===== src/rtl/mem_arb_pkg.sv =====
// Shared constants for the memory-port arbiter: FSM state encoding, owner
// identifiers and the latency counter width.
package mem_arb_pkg;

    localparam logic [1:0] ST_IDLE = 2'd0;
    localparam logic [1:0] ST_BUSY = 2'd1;
    localparam logic [1:0] ST_DONE = 2'd2;

    localparam logic OWN_IF = 1'b0;
    localparam logic OWN_DM = 1'b1;

    localparam int CNT_W = 4;

endpackage


===== src/rtl/arb_lat_counter.sv =====
// Loadable down-counter with a zero flag; times the BUSY phase of a memory
// access.
module arb_lat_counter
    import mem_arb_pkg::*;
#(
    parameter int W = CNT_W
) (
    input  logic         clk,
    input  logic         reset,
    input  logic         load,
    input  logic         dec,
    input  logic [W-1:0] load_val,
    output logic         zero
);

    logic [W-1:0] cnt_q;
    logic [W-1:0] cnt_d;

    always_comb begin
        cnt_d = cnt_q;
        if (load) begin
            cnt_d = load_val;
        end else if (dec) begin
            cnt_d = cnt_q - W'(1);
        end
    end

    always_ff @(posedge clk or posedge reset) begin
        if (reset) begin
            cnt_q <= '0;
        end else begin
            cnt_q <= cnt_d;
        end
    end

    assign zero = (cnt_q == '0);

endmodule


===== src/rtl/mem_port_arbiter.sv =====
// Sequencer for the shared memory port: arbitrates IF vs DM, times a
// fixed-latency access, captures read data and pulses done to the owner.
// Optional feature macro: ARB_RR_EN (round-robin tie-break instead of DM priority).
//
// Handshake: x_req is a level held until x_done; the one-cycle x_done pulse
// marks completion and the requester may change x_req on the edge ending it.
module mem_port_arbiter
    import mem_arb_pkg::*;
#(
    parameter int ADDR_W  = 16,
    parameter int DATA_W  = 16,
    parameter int MEM_LAT = 2
) (
    input  logic              clk,
    input  logic              reset,
    input  logic              if_req,
    input  logic              dm_req,
    input  logic              dm_we,
    input  logic [DATA_W-1:0] mem_rdata,
    output logic              mem_sel,
    output logic              mem_en,
    output logic              mem_we,
    output logic [DATA_W-1:0] rdata,
    output logic              if_done,
    output logic              dm_done,
    output logic              if_stall,
    output logic              dm_stall,
    output logic [1:0]        dbg_state
);

    if (MEM_LAT < 1 || MEM_LAT > 15 || ADDR_W < 1) begin : g_param_check
        $error("mem_port_arbiter: MEM_LAT must be 1..15 and ADDR_W positive");
    end

    localparam logic [CNT_W-1:0] LAT_LOAD = CNT_W'(MEM_LAT - 1);

    logic [1:0]        state_q, state_d;
    logic              owner_q, owner_d;
    logic              we_q, we_d;
    logic              mem_en_q, mem_en_d;
    logic              mem_we_q, mem_we_d;
    logic [DATA_W-1:0] rdata_q, rdata_d;
    logic              if_done_q, if_done_d;
    logic              dm_done_q, dm_done_d;
    logic              tie_winner;
    logic              cnt_load;
    logic              cnt_dec;
    logic              cnt_zero;

`ifdef ARB_RR_EN
    logic last_owner_q, last_owner_d;

    // On a tie the requester that did not win last time goes first.
    assign tie_winner = (last_owner_q == OWN_IF) ? OWN_DM : OWN_IF;
`else
    // The data access belongs to the older instruction, so it wins ties.
    assign tie_winner = OWN_DM;
`endif

    always_comb begin
        state_d  = state_q;
        owner_d  = owner_q;
        we_d     = we_q;
        rdata_d  = rdata_q;
        cnt_load = 1'b0;
        cnt_dec  = 1'b0;
`ifdef ARB_RR_EN
        last_owner_d = last_owner_q;
`endif
        case (state_q)
            ST_IDLE: begin
                if (if_req || dm_req) begin
                    if (if_req && dm_req) begin
                        owner_d = tie_winner;
                    end else begin
                        owner_d = dm_req ? OWN_DM : OWN_IF;
                    end
                    we_d     = dm_we && (owner_d == OWN_DM);
                    cnt_load = 1'b1;
                    state_d  = ST_BUSY;
`ifdef ARB_RR_EN
                    last_owner_d = owner_d;
`endif
                end
            end
            ST_BUSY: begin
                if (cnt_zero) begin
                    if (!we_q) begin
                        rdata_d = mem_rdata;
                    end
                    state_d = ST_DONE;
                end else begin
                    cnt_dec = 1'b1;
                end
            end
            ST_DONE: begin
                state_d = ST_IDLE;
            end
            default: begin
                state_d = ST_IDLE;
            end
        endcase
    end

    // Outputs toward memory and the requesters are registered from next-state.
    always_comb begin
        mem_en_d  = (state_d == ST_BUSY);
        mem_we_d  = (state_d == ST_BUSY) && we_d;
        if_done_d = (state_d == ST_DONE) && (owner_d == OWN_IF);
        dm_done_d = (state_d == ST_DONE) && (owner_d == OWN_DM);
    end

    always_ff @(posedge clk or posedge reset) begin
        if (reset) begin
            state_q   <= ST_IDLE;
            owner_q   <= OWN_IF;
            we_q      <= 1'b0;
            mem_en_q  <= 1'b0;
            mem_we_q  <= 1'b0;
            rdata_q   <= '0;
            if_done_q <= 1'b0;
            dm_done_q <= 1'b0;
        end else begin
            state_q   <= state_d;
            owner_q   <= owner_d;
            we_q      <= we_d;
            mem_en_q  <= mem_en_d;
            mem_we_q  <= mem_we_d;
            rdata_q   <= rdata_d;
            if_done_q <= if_done_d;
            dm_done_q <= dm_done_d;
        end
    end

`ifdef ARB_RR_EN
    always_ff @(posedge clk or posedge reset) begin
        if (reset) begin
            last_owner_q <= OWN_IF;
        end else begin
            last_owner_q <= last_owner_d;
        end
    end
`endif

    arb_lat_counter #(
        .W(CNT_W)
    ) u_lat_counter (
        .clk      (clk),
        .reset    (reset),
        .load     (cnt_load),
        .dec      (cnt_dec),
        .load_val (LAT_LOAD),
        .zero     (cnt_zero)
    );

    assign mem_sel   = owner_q;
    assign mem_en    = mem_en_q;
    assign mem_we    = mem_we_q;
    assign rdata     = rdata_q;
    assign if_done   = if_done_q;
    assign dm_done   = dm_done_q;
    assign if_stall  = if_req & ~if_done_q;
    assign dm_stall  = dm_req & ~dm_done_q;
    assign dbg_state = state_q;

endmodule


===== config.mk =====
export PLATFORM = sky130hd
export DESIGN_NAME = mem_port_arbiter
export DESIGN_NICKNAME = d
export VERILOG_FILES = /design/src/rtl/mem_arb_pkg.sv /design/src/rtl/arb_lat_counter.sv /design/src/rtl/mem_port_arbiter.sv
export SDC_FILE = /design/constraint.sdc
export NUM_CORES = 1
export LEC_CHECK = 0
export ABC_AREA = 1
export CAP_MARGIN = 20
export CORE_AREA = 4 4 57 59
export CTS_BUF_LIST = sky130_fd_sc_hd__clkbuf_8 sky130_fd_sc_hd__clkbuf_16
export CTS_CLUSTER_SIZE = 40
export DETAILED_ROUTE_END_ITERATION = 8
export DIE_AREA = 0 0 61 63
export GPL_TIMING_DRIVEN = 1
export PLACE_DENSITY = 0.8
export SYNTH_ARGS = -nofsm -noshare
export SYNTH_HDL_FRONTEND = slang
export SYNTH_SLANG_ARGS = --single-unit

===== constraint.sdc =====
create_clock -name clk -period 4.1 [get_ports clk]
set_input_delay 0.41 -clock clk [delete_from_list [all_inputs] [get_ports clk]]
set_output_delay 0.41 -clock clk [all_outputs]
set_load 0.05 [all_outputs]

==> results.toml <==
[run_status]
status = "finished clean"

[synthesis]
syn_inst = 133
synth-seq-cells = 28
netlist_top_cells_area = "dfrtp_1, nand2_1, nand3_1"
syn_nets = 155
ys_warn_count = 0
mappedNetlistArea_mm2 = 0.001214
ys_seq_area_share_pct = 57.73
syn_avg_cell_area_um2 = 9.125
ys_types = 16
yosysTopAreaCell = "dfrtp_1"
yosysTopAreaCellShare_pct = 57.73

[power_and_ir_drop]
power_mw = 1.685
power.leakage_nw = 0.8777
power_density_mw_per_mm2 = 968.6
peakVddDrop_mv = 0.6928

[clock_network]
ctsHoldBuffers = 0
root_buffer = "clkbuf_8"
post-cts-setup-buffer-count = 0
ctsLongestPathBuffers = 2
numCtsBuffers = 3
clk_latency_ns = 0.27
cts_tree = "yes"
cts.htree.levels = 1
post_cts_resized = 0
clock-sinks = 28
clk_pin_slew_ns = 0.09

[die]
die_w_um = 61
num_io_pins = 46
dieArea_mm2 = 0.003843
start_util_pct = 44.78
die_h_um = 63
rows = 19
placeableCoreArea_mm2 = 0.002710

[worst_setup_path]
r2r_cells = 7
arrival_ns = 1.90
cp_num_buf_inv = 3
cp-end-kind = "output port"
slowest_delay_ns = 0.81
r2r_slack_ns = 2.45
start_kind = "primary input"
cp.depth = 4
critPathRequiredTime_ns = 3.69
regToRegStartpoint = "u_lat_counter.cnt_q[0]"
critPathTopFamily = "buffers and inverters"
critPathKind = "in -> out"
cp_cell_sequence = "clkdlybuf4s50_1 > inv_1 > nor2_1 > clkdlybuf4s50_1"
crit_path_frequent_cell = "clkdlybuf4s50_1"
critPathCapture = "dm_stall"
slowest_stage = "clkdlybuf4s50_1"
cp-startpoint = "dm_req"
critical_path.max_fanout = 4
r2r_end = "rdata[14]"

[finish]
finish.utilization_pct = 64.17
area_growth_syn_to_layout_pct = 43.30
fill_cells = 253
antenna_cells = 0
nets = 203
fin_area_mm2 = 0.001739
drive_above_1_share_pct = 8.333
final_cells = 211

[sta]
finalCriticalPeriod_ns = 2.314
fin_hold_ws_ns = 0.4773
fmax_mhz = 432.1
setup_viol = 0
hold_viol = 0
worst_pin_slew_ns = 0.5691
fin_tns_setup_ns = 0
slew_headroom_pct = 62.02
rsz0062_at_grt = "no"
fin_crit_sh_pct = 56.44
slew_viol_final = 0
fin_worst_skew_ns = 0.003165
fin_ws_ns = 1.786

[placed_design]
place_ws_ns = 1.760
dp_hpwl_um = 2145
dp.cells = 206
gp_congestion = 0.7460
placed_cell_area_mm2 = 0.001669
placement.io_buffers = 45

[detailed_routing]
wl_um = 2772
drt_iter0_markers = 62
firstDrtPassIters = 4
final_antenna_net_count = 0
via_count = 1061
wl_per_cell_um = 13.14
vias_per_cell = 5.028
drc_errors = 0

[flow_run]
drv_cap = 0

[global_route]
antenna_found_initial = 0
grt_pass1_vias = 1104
grtUsageTotal_pct = 15.60
grt_max_degree = 29
grt_overflow = 0
grt_pass1_wl_um = 4616

[worst_hold_path]
hold_class = "in -> async"
==> worst reg2reg max path, cell delays in order, from the launching register on <==
cell	delay [ns]
dfrtp_1	0.38
inv_1	0.11
ha_1	0.25
nand2_2	0.09
nor2_4	0.35
nand2_4	0.20
nand2_1	0.10
nand2_1	0.06
==> how the worst min path moves through the flow <==
stage,start,to,depth (start not counted)
after floorplan,u_lat_counter.cnt_q[0],u_lat_counter.cnt_q[0],2
after global placement,rdata[13],rdata[13],2
after detailed placement,rdata[6],rdata[6],2
after CTS,rdata[6],rdata[6],2
after global routing,rdata[12],rdata[12],2
final,reset,rdata[15],2
==> cells by family after synthesis <==
group                      after synthesis  share of synthesized area, %
and+or+nand+nor                         85                         32.47
DFF                                     28                         57.73
buffers and inverters                   15                         6.494
AOI/OAI and AO/OA                        3                         1.546
xor gates and xnor gates                 1                        0.7218
adders and majority gates                1                         1.031
==> power breakdown <==
group	switching (mW)	internal, mW
logic	0.715	0.320
registers	0.0777	0.404
clock network	0.0820	0.0860
total	0.874	0.810
==> cells in the mapped netlist <==
library cell  count
a21oi_1           1
nand2_4           1
o21ai_0           1
o21ai_2           1
nand2_1          49
ha_1              1
nand3_1          25
dfrtp_1          28
inv_2             3
xor2_1            1
buf_6             3
nor2_8            1
nand2_2           2
inv_1             9
nor2_4            2
nor2_1            5
==> state kept, by name, summed over array words and instances, names as in the netlist <==
name / cells
mem_en: 1
mem_sel: 1
if_done: 1
u_lat_counter.cnt_q: 4
dm_done: 1
rdata: 16
dbg_state: 2
mem_we: 1
we_q: 1
==> cells in the final DEF, fill, tap and decap left out <==
cell type,synthesis,layout
nor2_4,2,2
nor2_8,1,1
clkdlybuf4s50_1,0,45
clkbuf_8,0,4
ha_1,1,1
dfrtp_1,28,28
inv_1,9,9
nand2_2,2,2
o21ai_2,1,1
nand2_4,1,1
xor2_1,1,1
a21oi_1,1,1
buf_8,0,1
nor2_1,5,5
o21ai_0,1,1
nand3_1,25,25
nand2_1,49,49
inv_2,3,3
==> per-layer routing <==
layer / GRT usage (%) / wire (um) / vias up
li1: - / - / 510
met1: 17.53 / 1058 / 504
met2: 27.94 / 1445 / 44
met3: 4.959 / 245 / 3
met4: 3.252 / 22 / 0
met5: 0 / 0 / -
==> final cells by class <==
type	instances	area, um2	area share [%]
Clock buffer	4	55.05	3.165
Sequential cell	28	700.7	40.29
Multi-Input combinational cell	90	434.2	24.96
Tap cell	31	38.79	2.230
Timing Repair Buffer	46	465.4	26.76
Inverter	12	45.04	2.590
Power figures use the tool's default switching activity.
